==> config.mk <==
export PLATFORM = sky130hd
export DESIGN_NAME = frogger_round_ctrl_flat
export DESIGN_NICKNAME = d
export VERILOG_FILES = /design/src/rtl/frogger_round_if.sv /design/src/rtl/frogger_round_ctrl.sv /design/src/flat_wrapper.sv
export SDC_FILE = /design/constraint.sdc
export NUM_CORES = 1
export LEC_CHECK = 0
export ABC_AREA = 1
export CORE_ASPECT_RATIO = 2
export CORE_MARGIN = 2
export CORE_UTILIZATION = 58
export CTS_CLUSTER_DIAMETER = 150
export DETAILED_ROUTE_END_ITERATION = 8
export GPL_ROUTABILITY_DRIVEN = 0
export MAX_ROUTING_LAYER = met4
export PLACE_DENSITY = 0.87
export SLEW_MARGIN = 20
export SYNTH_ARGS = -nofsm -noshare
export SYNTH_HDL_FRONTEND = slang
export SYNTH_SLANG_ARGS = --single-unit
export TNS_END_PERCENT = 100
==> constraint.sdc <==
create_clock -name frame_clk -period 6.3 [get_ports frame_clk]
set_input_delay 1.26 -clock frame_clk [delete_from_list [all_inputs] [get_ports frame_clk]]
set_output_delay 1.26 -clock frame_clk [all_outputs]
set_load 0.03 [all_outputs]
==> src/rtl/frogger_round_if.sv <==
// Bundle between the frog/collision logic, the HUD digit renderer and the
// round controller.
//   start_game, pause, frog_dead, frog_home : game events into the controller
//   tens_digit, ones_digit                  : BCD remaining seconds of the life
//   lives_left, wins_count                  : match counters
//   frog_reset, playing, game_over, victory : decoded round status
//   timeout_flag                            : last life ended by timer expiry
// master = game side (drives events), slave = round controller.
interface frogger_round_if;
    logic       start_game;
    logic       pause;
    logic       frog_dead;
    logic       frog_home;
    logic [3:0] tens_digit;
    logic [3:0] ones_digit;
    logic [2:0] lives_left;
    logic [2:0] wins_count;
    logic       frog_reset;
    logic       playing;
    logic       game_over;
    logic       victory;
    logic       timeout_flag;

    modport master (
        output start_game, pause, frog_dead, frog_home,
        input  tens_digit, ones_digit, lives_left, wins_count,
        input  frog_reset, playing, game_over, victory, timeout_flag
    );

    modport slave (
        input  start_game, pause, frog_dead, frog_home,
        output tens_digit, ones_digit, lives_left, wins_count,
        output frog_reset, playing, game_over, victory, timeout_flag
    );
endinterface

==> src/rtl/frogger_round_ctrl.sv <==
// Round/match controller for Frogger. Counts down a per-life timer on the
// frame clock, handles deaths (including timeout), home arrivals, pause,
// respawn and the terminal GAME_OVER / VICTORY states.
//   frame_clk    : frame clock, all state changes on its rising edge
//   game_restart : asynchronous active-high reset of the whole match
//   bus          : frogger_round_if slave (events in, HUD/status out)
module frogger_round_ctrl #(
    parameter int FRAME_HZ       = 60,
    parameter int TIME_LIMIT     = 60,
    parameter int LIVES          = 3,
    parameter int WINS_TO_FINISH = 3
) (
    input  logic            frame_clk,
    input  logic            game_restart,
    frogger_round_if.slave  bus
);

    localparam int              FC_W    = $clog2(FRAME_HZ);
    localparam logic [FC_W-1:0] FC_LAST = FC_W'(FRAME_HZ - 1);
    localparam logic [6:0]      T_INIT  = 7'(TIME_LIMIT);
    localparam logic [2:0]      L_INIT  = 3'(LIVES);
    localparam logic [3:0]      W_GOAL  = 4'(WINS_TO_FINISH);

    typedef enum logic [2:0] {
        S_RESPAWN,
        S_PLAY,
        S_DEAD,
        S_WIN,
        S_GAME_OVER,
        S_VICTORY
    } state_t;

    state_t          state, state_nxt;
    logic [FC_W-1:0] frame_cnt;
    logic [6:0]      timer;
    logic [2:0]      lives_left;
    logic [2:0]      wins_count;
    logic            timeout_flag;
    logic            frame_run;
    logic            sec_tick;

    // Frames only advance in PLAY when no event and no pause is present,
    // so an event landing on a tick frame swallows that tick.
    assign frame_run = (state == S_PLAY) && !bus.frog_dead && !bus.frog_home && !bus.pause;
    assign sec_tick  = frame_run && (frame_cnt == FC_LAST);

    always_ff @(posedge frame_clk or posedge game_restart) begin
        if (game_restart) begin
            state <= S_RESPAWN;
        end else begin
            state <= state_nxt;
        end
    end

    always_comb begin
        state_nxt = state;
        case (state)
            S_RESPAWN: state_nxt = S_PLAY;
            S_PLAY: begin
                if (bus.frog_dead) begin
                    state_nxt = S_DEAD;
                end else if (bus.frog_home) begin
                    state_nxt = S_WIN;
                end else if (sec_tick && timer <= 7'd1) begin
                    state_nxt = S_DEAD;
                end
            end
            S_DEAD: state_nxt = (lives_left <= 3'd1) ? S_GAME_OVER : S_RESPAWN;
            S_WIN: begin
                if ({1'b0, wins_count} + 4'd1 >= W_GOAL) begin
                    state_nxt = S_VICTORY;
                end else begin
                    state_nxt = S_RESPAWN;
                end
            end
            S_GAME_OVER, S_VICTORY: begin
                if (bus.start_game) begin
                    state_nxt = S_RESPAWN;
                end
            end
            default: state_nxt = S_RESPAWN;
        endcase
    end

    always_ff @(posedge frame_clk or posedge game_restart) begin
        if (game_restart) begin
            timer        <= T_INIT;
            frame_cnt    <= '0;
            lives_left   <= L_INIT;
            wins_count   <= '0;
            timeout_flag <= 1'b0;
        end else begin
            case (state)
                S_RESPAWN: begin
                    timer        <= T_INIT;
                    frame_cnt    <= '0;
                    timeout_flag <= 1'b0;
                end
                S_PLAY: begin
                    if (sec_tick) begin
                        frame_cnt <= '0;
                        if (timer != 7'd0) begin
                            timer <= timer - 7'd1;
                        end
                        if (timer <= 7'd1) begin
                            timeout_flag <= 1'b1;
                        end
                    end else if (frame_run) begin
                        frame_cnt <= frame_cnt + FC_W'(1);
                    end
                end
                S_DEAD: begin
                    if (lives_left != 3'd0) begin
                        lives_left <= lives_left - 3'd1;
                    end
                end
                S_WIN: begin
                    if (wins_count != 3'd7) begin
                        wins_count <= wins_count + 3'd1;
                    end
                end
                S_GAME_OVER, S_VICTORY: begin
                    if (bus.start_game) begin
                        lives_left <= L_INIT;
                        wins_count <= '0;
                    end
                end
                default: ;
            endcase
        end
    end

    assign bus.tens_digit   = 4'(timer / 7'd10);
    assign bus.ones_digit   = 4'(timer % 7'd10);
    assign bus.lives_left   = lives_left;
    assign bus.wins_count   = wins_count;
    assign bus.timeout_flag = timeout_flag;
    assign bus.frog_reset   = (state == S_RESPAWN);
    assign bus.playing      = (state == S_PLAY);
    assign bus.game_over    = (state == S_GAME_OVER);
    assign bus.victory      = (state == S_VICTORY);

endmodule

==> src/flat_wrapper.sv <==
// flat-port wrapper written by rule: the top's interface ports become plain ports
module frogger_round_ctrl_flat 
#(
    parameter int FRAME_HZ       = 60,
    parameter int TIME_LIMIT     = 60,
    parameter int LIVES          = 3,
    parameter int WINS_TO_FINISH = 3
)
  (frame_clk, game_restart, bus_start_game, bus_pause, bus_frog_dead, bus_frog_home, bus_tens_digit, bus_ones_digit, bus_lives_left, bus_wins_count, bus_frog_reset, bus_playing, bus_game_over, bus_victory, bus_timeout_flag);
  frogger_round_if bus_i ();
  input  logic frame_clk;
  input  logic game_restart;
  input wire logic [$bits(bus_i.start_game)-1:0] bus_start_game;
  input wire logic [$bits(bus_i.pause)-1:0] bus_pause;
  input wire logic [$bits(bus_i.frog_dead)-1:0] bus_frog_dead;
  input wire logic [$bits(bus_i.frog_home)-1:0] bus_frog_home;
  output wire logic [$bits(bus_i.tens_digit)-1:0] bus_tens_digit;
  output wire logic [$bits(bus_i.ones_digit)-1:0] bus_ones_digit;
  output wire logic [$bits(bus_i.lives_left)-1:0] bus_lives_left;
  output wire logic [$bits(bus_i.wins_count)-1:0] bus_wins_count;
  output wire logic [$bits(bus_i.frog_reset)-1:0] bus_frog_reset;
  output wire logic [$bits(bus_i.playing)-1:0] bus_playing;
  output wire logic [$bits(bus_i.game_over)-1:0] bus_game_over;
  output wire logic [$bits(bus_i.victory)-1:0] bus_victory;
  output wire logic [$bits(bus_i.timeout_flag)-1:0] bus_timeout_flag;
  assign bus_i.start_game = bus_start_game;
  assign bus_i.pause = bus_pause;
  assign bus_i.frog_dead = bus_frog_dead;
  assign bus_i.frog_home = bus_frog_home;
  assign bus_tens_digit = bus_i.tens_digit;
  assign bus_ones_digit = bus_i.ones_digit;
  assign bus_lives_left = bus_i.lives_left;
  assign bus_wins_count = bus_i.wins_count;
  assign bus_frog_reset = bus_i.frog_reset;
  assign bus_playing = bus_i.playing;
  assign bus_game_over = bus_i.game_over;
  assign bus_victory = bus_i.victory;
  assign bus_timeout_flag = bus_i.timeout_flag;
  frogger_round_ctrl #(.FRAME_HZ(FRAME_HZ), .TIME_LIMIT(TIME_LIMIT), .LIVES(LIVES), .WINS_TO_FINISH(WINS_TO_FINISH)) u_core (.frame_clk(frame_clk), .game_restart(game_restart), .bus(bus_i));
endmodule
* Word-level counts from Yosys, hierarchy flattened
Cells that the tools add are included.
** Storage, ports and cells
- Flip-flop bits (word level) :: 23
- Bits in latches :: 0
- Bits in writable memories :: 0
- ROM bits :: 0
- Output and inout port bits :: 19
- Word-level logic and storage cells :: 73
- Memories :: 0
** Operators by class
- Add/sub/neg operators :: 5
- Multiply operators :: 0
- Divide/modulo/power cells :: 2
- $lt $le $gt $ge :: 3
- Equal/unequal tests :: 15
- Shift-type cells :: 0
- Muxes and demuxes :: 21
- Bitwise gates (word level) :: 0
- Reductions and logical operators :: 21
** Operators with widths (number)
- $mux W3 :: 9
- $pmux W3 S5 :: 1
- $mux W7 :: 2
- $pmux W7 S2 :: 1
- $mux W6 :: 2
- $pmux W3 S2 :: 2
- $pmux W6 S2 :: 1
- $reduce_and A3 Y1 :: 4
- $ne A2 B1 Y1 const B :: 5
- $div A7 B4 Y7 const B :: 1
- $le A7 B1 Y1 const B :: 1
- $mod A7 B4 Y7 const B :: 1
- $reduce_bool A7 Y1 :: 1
- $sub A7 B1 Y7 const B :: 1
- $add A6 B1 Y6 const B :: 1
- $eq A3 B2 Y1 const B :: 2
- $eq A3 B3 Y1 const B :: 2
- $eq A6 B6 Y1 const B :: 1
- $reduce_bool A2 Y1 :: 3
- $logic_and A1 B1 Y1 :: 5
- $add A3 B1 Y4 const B :: 1
- $ge A4 B2 Y1 const B :: 1
- $ne A4 B3 Y1 const B :: 1
- $reduce_and A2 Y1 :: 2
- other kinds (13) :: 16

* Depth between registers and ports, before layout
Gate-level depths: netlist (run 1).
- Depth in word-level cells :: 10
- Mapped depth :: 19

* Worst setup path after synthesis (run 1)
Ideal clock, no wire load.
- Path type :: register to output
- Start :: register u_core.timer[4]
- End :: output bus_ones_digit[1]
- Arrival time :: 2584 ps
- Path slack :: 2456 ps
- Stages on the path, launching flop included :: 20
- Cell sequence :: dfstp_2 > inv_1 > nand3_1 > nand3_2 > nand2_2 > nand2_1 > nand2_1 > nand2_1 > inv_1 > nand2_2 > nand2_2 > nand2_1 > nand2_1 > inv_1 > ha_1 > inv_1 > nand3_4 > nand3_2 > nand2_1 > nand2_1
** Between the ends
- Longest elaborated chain between the ends :: 1
** Ends and longest elaborated chain
- start: declaration :: RTL line frogger_round_ctrl.sv:35 : logic [6:0] timer;
- start signal: assignment :: RTL line frogger_round_ctrl.sv:103 : timer <= timer - 7'd1;
- $mod A7 B4 Y7 :: RTL line frogger_round_ctrl.sv:134 : assign bus.ones_digit = 4'(timer % 7'd10);
- end: declaration :: RTL line flat_wrapper.sv:18 : output wire logic [$bits(bus_i.ones_digit)-1:0] bus_ones_digit;
Every way passes these cells.

* Final worst setup path (run 1)
Same ends and word-level chain as after synthesis.

==> metrics.txt, run 1 <==
# TYPE chip_impl_metric gauge
chip_impl_info{name="run_status",value="finished, final reports clean"} 1
chip_impl_metric{name="post_cts_hold_buffer_count",unit=""} 0
chip_impl_metric{name="global_route.usage.met1",unit="%"} 21.6
chip_impl_metric{name="via_count_of_the_routed_design",unit=""} 1473
chip_impl_metric{name="io_pins",unit=""} 25
chip_impl_info{name="setup.worst_path.class",value="register to primary output"} 1
chip_impl_metric{name="count_of_cells_along_the_worst_register_to_register_path",unit=""} 11
chip_impl_metric{name="globalRouteMet2Util",unit="%"} 43.8
chip_impl_metric{name="post_synth_and_or_nand_nor_area_fraction",unit="%"} 33.0
chip_impl_metric{name="final_hold_viol_count",unit=""} 0
chip_impl_metric{name="timing.clock.skew",unit="ps"} 2.56
chip_impl_metric{name="first_pass_iters",unit=""} 4
chip_impl_metric{name="core",unit="um^2"} 2700
chip_impl_metric{name="syn_area_per_cell",unit="um^2"} 7.46
chip_impl_info{name="worst_hold_launch",value="u_core.bus.timeout_flag"} 1
chip_impl_metric{name="route.detailed.vias_per_inst",unit=""} 5.38
chip_impl_metric{name="slew_at_the_pin_closest_to_its_max_slew_limit",unit="ps"} 854
chip_impl_info{name="crit_path_start_kind",value="register"} 1
chip_impl_metric{name="rows",unit=""} 27
chip_impl_info{name="critical_path.endpoint_type",value="primary output"} 1
chip_impl_metric{name="maximum_number_of_pins_on_one_net_before_global_route_repair",unit=""} 24
chip_impl_metric{name="netlist_area",unit="um^2"} 1630
chip_impl_metric{name="synth.ff_latch_count",unit=""} 23
chip_impl_metric{name="clock_tree.htree_level_count",unit=""} 1
chip_impl_metric{name="number_of_setup_violations_in_the_final_report",unit=""} 0
chip_impl_metric{name="final_design_area_no_fill",unit="um^2"} 1940
chip_impl_metric{name="initial_utilization",unit="%"} 60.1
chip_impl_metric{name="post_synth_mux_area_share",unit="%"} 0
chip_impl_info{name="cts-root-buf",value="sky130_fd_sc_hd__clkbuf_8"} 1
chip_impl_metric{name="grt_antenna_before_repair",unit=""} 0
chip_impl_metric{name="share_of_synthesized_area_occupied_by_flip_flops_and_latches",unit="%"} 35.9
chip_impl_metric{name="antenna_cells_inserted",unit=""} 0
chip_impl_metric{name="relSlewSlack",unit="%"} 43.0
chip_impl_metric{name="synth_xor_area_share",unit="%"} 2.16
chip_impl_info{name="final_cell_mix",value="sky130_fd_sc_hd__inv_1 (42), sky130_fd_sc_hd__nand2_1 (34), sky130_fd_sc_hd__clkdlybuf4s50_1 (24)"} 1
chip_impl_metric{name="hold-path-cell-count",unit=""} 2
chip_impl_metric{name="cts.repair_timing.setup_buffer_count",unit=""} 0
chip_impl_metric{name="worst-path-max-fanout",unit=""} 4
chip_impl_metric{name="detailedPlacementHpwl",unit="um"} 2630
chip_impl_metric{name="floorplan.die_area",unit="um^2"} 3270
chip_impl_metric{name="area_growth",unit="%"} 19.3
chip_impl_metric{name="placement.io_buffers",unit=""} 24
chip_impl_metric{name="globalRouteTotalUtil",unit="%"} 22.5
chip_impl_metric{name="number_of_design_rule_violations_left_after_detail_routing",unit=""} 0
chip_impl_metric{name="cellPowerDensity",unit="nW/um^2"} 496
chip_impl_metric{name="postSynthCellCount",unit=""} 218
chip_impl_info{name="holdCritPathClass",value="register to register"} 1
chip_impl_info{name="gr-max-usage-layer",value="met2"} 1
chip_impl_metric{name="drv_slew",unit=""} 0
chip_impl_metric{name="grt_pass1_wl",unit="um"} 5690
chip_impl_metric{name="final.setup.tns",unit="ps"} 0
chip_impl_metric{name="yosysTopAreaCellShare",unit="%"} 26.2
chip_impl_info{name="netlist.top_cell.by_area",value="sky130_fd_sc_hd__dfrtp_1"} 1
chip_impl_metric{name="finalNonFillerCells",unit=""} 274
chip_impl_metric{name="routed_wire_length",unit="um"} 3270
chip_impl_metric{name="clk_path_buf_depth",unit=""} 2
chip_impl_metric{name="insertion_delay",unit="ps"} 260
chip_impl_metric{name="power_leakage",unit="nW"} 0.950
chip_impl_metric{name="cp.required",unit="ps"} 5040
chip_impl_metric{name="grt_pass1_vias",unit=""} 1407
chip_impl_metric{name="setup.reg_to_reg.worst_slack",unit="ps"} 4390
chip_impl_metric{name="place_area",unit="um^2"} 1890
chip_impl_info{name="synth_area_leaders",value="sky130_fd_sc_hd__dfrtp_1 (26%), sky130_fd_sc_hd__dfstp_2 (9.7%), sky130_fd_sc_hd__inv_1 (9.7%), sky130_fd_sc_hd__ha_1 (8.5%), sky130_fd_sc_hd__nand2_1 (7.9%)"} 1
chip_impl_metric{name="cts.sink_count",unit=""} 23
chip_impl_metric{name="cts_made_buffers",unit=""} 3
chip_impl_metric{name="first_iter_violations",unit=""} 23
chip_impl_metric{name="antenna_violating_nets_post_route",unit=""} 0
chip_impl_metric{name="syn-num-nets",unit=""} 235
chip_impl_info{name="worstReg2RegEnd",value="u_core.timer[4]"} 1
chip_impl_metric{name="dp_cells",unit=""} 270
chip_impl_metric{name="max_clock_freq",unit="GHz"} 0.231
chip_impl_metric{name="clk_pin_slew",unit="ps"} 80
chip_impl_metric{name="postCtsResizedCells",unit=""} 0
chip_impl_info{name="cts_tree",value="done"} 1
chip_impl_metric{name="synth.yosys.warnings",unit=""} 0
chip_impl_metric{name="grt_met3_use",unit="%"} 1.36
chip_impl_metric{name="die_height",unit="um"} 78.9
chip_impl_metric{name="nNetsFinal",unit=""} 263
chip_impl_metric{name="layout_cells_sized_above_1",unit="%"} 11.8
chip_impl_info{name="rsz0062_at_grt",value="no"} 1
chip_impl_metric{name="netlist-cell-type-count",unit=""} 31
chip_impl_metric{name="synth_compound_gate_area_share",unit="%"} 9.85
chip_impl_metric{name="wire_per_inst",unit="um"} 11.9
chip_impl_metric{name="fin_crit_share",unit="%"} 68.8
chip_impl_info{name="final_common_cell",value="sky130_fd_sc_hd__inv_1"} 1
chip_impl_metric{name="crit_arrival",unit="ps"} 3080
chip_impl_metric{name="fp.dieW",unit="um"} 41.4
chip_impl_metric{name="max_cap_violations",unit=""} 0
chip_impl_metric{name="synth_fa_ha_area_share",unit="%"} 8.47
chip_impl_metric{name="grt_overflow_total",unit=""} 0
chip_impl_info{name="regToRegStartpoint",value="u_core.state[1]"} 1
chip_impl_metric{name="peakVddDrop",unit="uV"} 303
chip_impl_metric{name="layout_min_cycle_time",unit="ps"} 4340
chip_impl_info{name="synth_top_family_by_area",value="simple AND/OR/NAND/NOR gates"} 1
chip_impl_info{name="worst_hold_path.endpoint",value="u_core.bus.timeout_flag"} 1
## final cells by class
type	instances	area (um^2)
clock buffers	4	45.0
fillers	225	763
inverters	44	165
multi-input cells	150	870
flip-flops and latches	23	583
well taps	29	36.3
repair buffers	24	240
## synthesized netlist by cell type
| library cell | n |
|---|---|
| sky130_fd_sc_hd__inv_1 | 42 |
| sky130_fd_sc_hd__nand2_1 | 34 |
| sky130_fd_sc_hd__nor2_1 | 19 |
| sky130_fd_sc_hd__dfrtp_1 | 17 |
| sky130_fd_sc_hd__nand3_1 | 17 |
| sky130_fd_sc_hd__o21ai_0 | 13 |
| sky130_fd_sc_hd__ha_1 | 11 |
| sky130_fd_sc_hd__nor3_1 | 11 |
| sky130_fd_sc_hd__a21oi_1 | 10 |
| sky130_fd_sc_hd__dfstp_2 | 6 |
| sky130_fd_sc_hd__nand2_2 | 6 |
| sky130_fd_sc_hd__nand3_2 | 4 |
| sky130_fd_sc_hd__nand4_1 | 4 |
| sky130_fd_sc_hd__nor2_2 | 3 |
| sky130_fd_sc_hd__inv_2 | 2 |
| sky130_fd_sc_hd__o21ai_1 | 2 |
| sky130_fd_sc_hd__xnor2_1 | 2 |
| sky130_fd_sc_hd__xor2_1 | 2 |
| sky130_fd_sc_hd__a21boi_2 | 1 |
| sky130_fd_sc_hd__a22oi_1 | 1 |
| sky130_fd_sc_hd__and2_1 | 1 |
| sky130_fd_sc_hd__and3_1 | 1 |
| sky130_fd_sc_hd__buf_4 | 1 |
| sky130_fd_sc_hd__nand3_4 | 1 |
| sky130_fd_sc_hd__nand4_2 | 1 |
| sky130_fd_sc_hd__nor2_4 | 1 |
| sky130_fd_sc_hd__nor3_2 | 1 |
| sky130_fd_sc_hd__nor4_1 | 1 |
| sky130_fd_sc_hd__o211ai_1 | 1 |
| sky130_fd_sc_hd__o311ai_0 | 1 |
| sky130_fd_sc_hd__or2_1 | 1 |
## flip-flops by register name, indices dropped and copies added, names as in the netlist
register,count
u_core.bus.wins_count,3
u_core.bus.timeout_flag,1
u_core.bus.lives_left,3
u_core.timer,7
u_core.state,3
u_core.frame_cnt,6
## routing by layer
| layer | routed length (um) | vias up | share of wire, % |
|---|---|---|---|
| met5 | 0 | - | 0 |
| met4 | 70 | 0 | 2.1 |
| met3 | 55 | 7 | 1.7 |
| met2 | 1930 | 28 | 59 |
| met1 | 1210 | 675 | 37 |
| li1 | - | 763 | - |
## where the power goes
| part | internal (mW) | switching (mW) |
|---|---|---|
| combinational | 0.232 | 0.403 |
| clock | 0.0451 | 0.0442 |
| sequential | 0.197 | 0.0396 |
## worst max-delay path, stage by stage (launching register included)
cell	delay (ps)
sky130_fd_sc_hd__dfstp_2	560
sky130_fd_sc_hd__inv_1	80
sky130_fd_sc_hd__nand3_1	120
sky130_fd_sc_hd__nand3_2	90
sky130_fd_sc_hd__nand2_2	90
sky130_fd_sc_hd__nand2_1	70
sky130_fd_sc_hd__nand2_1	60
sky130_fd_sc_hd__nand2_1	80
sky130_fd_sc_hd__inv_1	70
sky130_fd_sc_hd__nand2_2	60
sky130_fd_sc_hd__nand2_2	80
sky130_fd_sc_hd__nand2_1	80
sky130_fd_sc_hd__nand2_1	90
sky130_fd_sc_hd__inv_1	50
sky130_fd_sc_hd__ha_1	180
sky130_fd_sc_hd__inv_1	90
sky130_fd_sc_hd__nand3_4	90
sky130_fd_sc_hd__nand3_2	100
sky130_fd_sc_hd__nand2_1	60
sky130_fd_sc_hd__nand2_1	60
sky130_fd_sc_hd__clkdlybuf4s50_1	660
## kinds of logic after synthesis
group           count (synthesis)
compound gates                 29
xor+xnor                        4
fa+ha+maj                      11
buf+inv                        45
flops                          23
simple gates                  106
## how the worst max path moves through the flow
stage | slack (ps) | endpoint | cells past startpoint | startpoint
6_report | 1960 | bus_ones_digit[1] | 20 | u_core.timer[4]
5_1_grt | 1600 | bus_ones_digit[1] | 20 | u_core.timer[4]
4_1_cts | 1940 | bus_ones_digit[1] | 20 | u_core.timer[4]
3_5_place_dp | 2240 | bus_ones_digit[1] | 20 | u_core.timer[4]
3_3_place_gp | 2320 | bus_ones_digit[1] | 20 | u_core.timer[4]
2_1_floorplan | 2460 | bus_ones_digit[1] | 19 | u_core.timer[4]
## stage by stage
step                hold slack [ps]  power (mW)  worst slack [ps]  utilization (%)
floorplan                       476       0.677              2460                -
global placement                478       0.862              2320             70.1
detailed placement              478       0.878              2240             70.1
CTS                             498       0.969              1940             71.8
global route                    541        1.04              1600             71.8
finish                          501       0.961              1960             71.8
No activity file was read; power rests on OpenSTA's default activity.
==> run 2: changes to the inputs <==
CORE_UTILIZATION = 48   (was 58)
PLACE_DENSITY = 0.77   (was 0.87)
clock period = 3.75 ns   (was 6.3 ns; I/O delays follow)
==> run 2 against run 1 <==
  * Non-clock buffer count is the same
  * Setup slack lost 1700 ps
  * Via count grew 2.0%
  * Clock skew grew 2.4 ps
  * Final area shrank 0.32%
  * Combinational power grew 62%
  * Largest power group unchanged
==> metrics.txt, run 2 (same netlist as run 1, synthesis figures left out) <==
# TYPE chip_impl_metric gauge
chip_impl_metric{name="layout_min_cycle_time",unit="ps"} 3460
chip_impl_metric{name="cp.required",unit="ps"} 3000
chip_impl_metric{name="max_cap_violations",unit=""} 0
chip_impl_metric{name="clk_pin_slew",unit="ps"} 80
chip_impl_metric{name="max_clock_freq",unit="GHz"} 0.289
chip_impl_metric{name="routed_wire_length",unit="um"} 3350
chip_impl_metric{name="cts_made_buffers",unit=""} 3
chip_impl_metric{name="setup_slack",unit="ps"} 290
chip_impl_metric{name="cts.repair_timing.setup_buffer_count",unit=""} 0
chip_impl_metric{name="multi_input_area",unit="um^2"} 870
chip_impl_metric{name="grt_overflow_total",unit=""} 0
chip_impl_info{name="rsz0062_at_grt",value="no"} 1
chip_impl_metric{name="final_hold_viol_count",unit=""} 0
chip_impl_info{name="regMostFlops",value="u_core.timer"} 1
chip_impl_metric{name="grt_pass1_vias",unit=""} 1518
chip_impl_metric{name="total_switching_power",unit="uW"} 826
chip_impl_info{name="cts-root-buf",value="sky130_fd_sc_hd__clkbuf_8"} 1
chip_impl_info{name="run_status",value="finished, final reports clean"} 1
chip_impl_metric{name="detailedPlacementHpwl",unit="um"} 2600
chip_impl_metric{name="fillCellCount",unit=""} 291
chip_impl_metric{name="drv_slew",unit=""} 0
chip_impl_metric{name="wl_met1",unit="um"} 1320
chip_impl_info{name="critical_path.endpoint_type",value="primary output"} 1
chip_impl_metric{name="rows",unit=""} 29
chip_impl_metric{name="via_count_of_the_routed_design",unit=""} 1502
chip_impl_metric{name="first_iter_violations",unit=""} 29
chip_impl_metric{name="io_pins",unit=""} 25
chip_impl_info{name="critical-path-top-delay-family",value="simple AND/OR/NAND/NOR gates"} 1
chip_impl_metric{name="cts.sink_count",unit=""} 23
chip_impl_metric{name="post_cts_hold_buffer_count",unit=""} 0
chip_impl_metric{name="worst-path-max-fanout",unit=""} 4
chip_impl_metric{name="pre_cts_slack",unit="ps"} 198
chip_impl_info{name="cell_chain_critical_path",value="inv_1 -> nand3_1 -> nand3_2 -> nand2_2 -> nand2_1 -> nand2_1 -> nand2_1 -> inv_1 -> nand2_2 -> nand2_2 -> nand2_1 -> nand2_1 -> inv_1 -> ha_1 -> inv_1 -> nand3_4 -> nand3_2 -> dlygate4sd2_1"} 1
chip_impl_metric{name="met3RoutedLength",unit="um"} 80
chip_impl_metric{name="grt_antenna_before_repair",unit=""} 0
chip_impl_metric{name="power.combinational.fraction",unit="%"} 65.0
chip_impl_metric{name="insertion_delay",unit="ps"} 270
chip_impl_metric{name="seq_pwr_share",unit="%"} 25.2
chip_impl_metric{name="fp.dieW",unit="um"} 45.1
chip_impl_metric{name="floorplan.die_area",unit="um^2"} 3900
chip_impl_metric{name="grt_pass1_wl",unit="um"} 6000
chip_impl_metric{name="route.detailed.vias_per_inst",unit=""} 5.44
chip_impl_metric{name="crit_buf_inv",unit=""} 5
chip_impl_metric{name="power_switching_share",unit="%"} 52.2
chip_impl_metric{name="fin_crit_share",unit="%"} 92.3
chip_impl_metric{name="initial_utilization",unit="%"} 50.9
chip_impl_metric{name="globalRouteTotalUtil",unit="%"} 20.6
chip_impl_info{name="holdCritPathClass",value="register to register"} 1
chip_impl_metric{name="timing.critical_path.slowest_cell_delay",unit="ps"} 560
chip_impl_metric{name="first_pass_iters",unit=""} 4
chip_impl_metric{name="timing.clock.skew",unit="ps"} 4.95
chip_impl_metric{name="clock_tree.htree_level_count",unit=""} 1
chip_impl_metric{name="number_of_setup_violations_in_the_final_report",unit=""} 0
chip_impl_metric{name="placement.io_buffers",unit=""} 24
chip_impl_metric{name="largest_register_ffs",unit=""} 7
chip_impl_metric{name="slew_at_the_pin_closest_to_its_max_slew_limit",unit="ps"} 893
chip_impl_info{name="final_cell_mix",value="sky130_fd_sc_hd__inv_1 (42), sky130_fd_sc_hd__nand2_1 (34), sky130_fd_sc_hd__clkdlybuf4s50_1 (20)"} 1
chip_impl_metric{name="die_height",unit="um"} 86.3
chip_impl_metric{name="nNetsFinal",unit=""} 263
chip_impl_info{name="highest-signal-layer",value="met4"} 1
chip_impl_metric{name="final.setup.tns",unit="ps"} 0
chip_impl_metric{name="area_growth",unit="%"} 18.9
chip_impl_metric{name="wire_per_inst",unit="um"} 12.1
chip_impl_metric{name="crit_arrival",unit="ps"} 2710
chip_impl_metric{name="routed_wire_length_on_met2",unit="um"} 1850
chip_impl_info{name="largest_registers",value="u_core.timer x7, u_core.frame_cnt x6"} 1
chip_impl_metric{name="cellPowerDensity",unit="nW/um^2"} 819
chip_impl_metric{name="clk_path_buf_depth",unit=""} 2
chip_impl_metric{name="number_of_design_rule_violations_left_after_detail_routing",unit=""} 0
chip_impl_metric{name="core",unit="um^2"} 3190
chip_impl_info{name="final_common_cell",value="sky130_fd_sc_hd__inv_1"} 1
chip_impl_info{name="timing.critical_path.slowest_stage_cell",value="sky130_fd_sc_hd__dfstp_2"} 1
chip_impl_metric{name="power_leakage",unit="nW"} 0.965
chip_impl_info{name="critPathMostFrequentCell",value="sky130_fd_sc_hd__nand2_1"} 1
chip_impl_metric{name="clock_power_share",unit="%"} 9.9
chip_impl_metric{name="reg_area",unit="um^2"} 583
chip_impl_metric{name="maximum_number_of_pins_on_one_net_before_global_route_repair",unit=""} 24
chip_impl_metric{name="antenna_violating_nets_post_route",unit=""} 0
chip_impl_metric{name="internal_power",unit="uW"} 758
chip_impl_info{name="cts_tree",value="done"} 1
chip_impl_info{name="setup.worst_path.class",value="register to primary output"} 1
chip_impl_metric{name="peakVddDrop",unit="uV"} 546
chip_impl_info{name="crit_path_start_kind",value="register"} 1
chip_impl_metric{name="antenna_cells_inserted",unit=""} 0
chip_impl_metric{name="relSlewSlack",unit="%"} 40.4
chip_impl_metric{name="layout_cells_sized_above_1",unit="%"} 12.7
## run 2: cell types whose count changed in the layout (fill, tap and decap cells not counted), sizes merged
| cell | delta |
|---|---|
| dlygate4sd2 | +1 |
| clkdlybuf4s50 | -4 |
| clkbuf | +2 |
| dlymetal6s2s | +1 |
## run 2: layer usage
| layer | global-route usage [%] | up-vias |
|---|---|---|
| met2 | 37.5 | 24 |
| li1 | - | 764 |
| met3 | 1.67 | 9 |
| met4 | 11.0 | 0 |
| met1 | 20.1 | 705 |
| met5 | - | - |
## run 2: through the flow
step	hold slack [ps]	utilization (%)	instances	area (um^2)	power (mW)
after floorplan	476	-	218	1630	1.14
after CTS	504	60.7	276	1940	1.61
after global routing	540	60.5	276	1930	1.72
final	498	60.5	276	1930	1.58
after global placement	479	59.4	272	1900	1.46
after detailed placement	482	59.4	272	1900	1.48
## run 2: path summary, 6_finish.rpt
| kind | start | endpoint | slack [ps] | cells after the start |
|---|---|---|---|---|
| setup reg to reg | u_core.state[1] | u_core.timer[4] | 1860 | 11 |
| max in group asynchronous | game_restart | u_core.state[0] | 2230 | 2 |
| hold reg to reg | u_core.bus.timeout_flag | u_core.bus.timeout_flag | 500 | 2 |
| setup / recovery | u_core.timer[4] | bus_tens_digit[0] | 290 | 18 |
| hold / removal | u_core.bus.timeout_flag | u_core.bus.timeout_flag | 500 | 2 |
| min in group asynchronous | game_restart | u_core.bus.timeout_flag | 970 | 2 |
## run 2: power groups by stage
stage	combinational [mW]	clock (mW)	sequential [mW]
after global placement	1.06	0	0.401
after floorplan	0.699	0	0.439
final	1.03	0.156	0.398
after global routing	1.14	0.168	0.408
after CTS	1.05	0.159	0.399
after detailed placement	1.07	0	0.402
## run 2: final cells by class
cell class              count  share of cell area (%)
clock buffers               4                    2.33
inverters                  44                    8.54
well taps                  31                    2.01
multi-input cells         150                    45.0
flip-flops and latches     23                    30.2
repair buffers             24                    12.0
## run 2: worst register-to-register path, stage by stage (launching register included)
cell and delay (ps):
sky130_fd_sc_hd__dfrtp_1 410, sky130_fd_sc_hd__inv_1 140, sky130_fd_sc_hd__nand3_2 160, sky130_fd_sc_hd__nor3_2 160
sky130_fd_sc_hd__nand2_1 100, sky130_fd_sc_hd__inv_1 80, sky130_fd_sc_hd__nor2_1 70, sky130_fd_sc_hd__nor2_4 200
sky130_fd_sc_hd__nand3_2 130, sky130_fd_sc_hd__nor2_2 140, sky130_fd_sc_hd__xor2_1 180, sky130_fd_sc_hd__nand2_1 70
## run 2: what timing repair did
item                                    4_1_cts  5_1_grt
endpoints found under the hold margin         0        0
endpoints found under the setup margin        3        3
resized for setup                             3        5
==> run 3: changes to the inputs <==
GPL_ROUTABILITY_DRIVEN = 1   (was 0)
==> results of run 3 <==
Same layout as run 2: the final DEF is identical, and so are final timing and power.
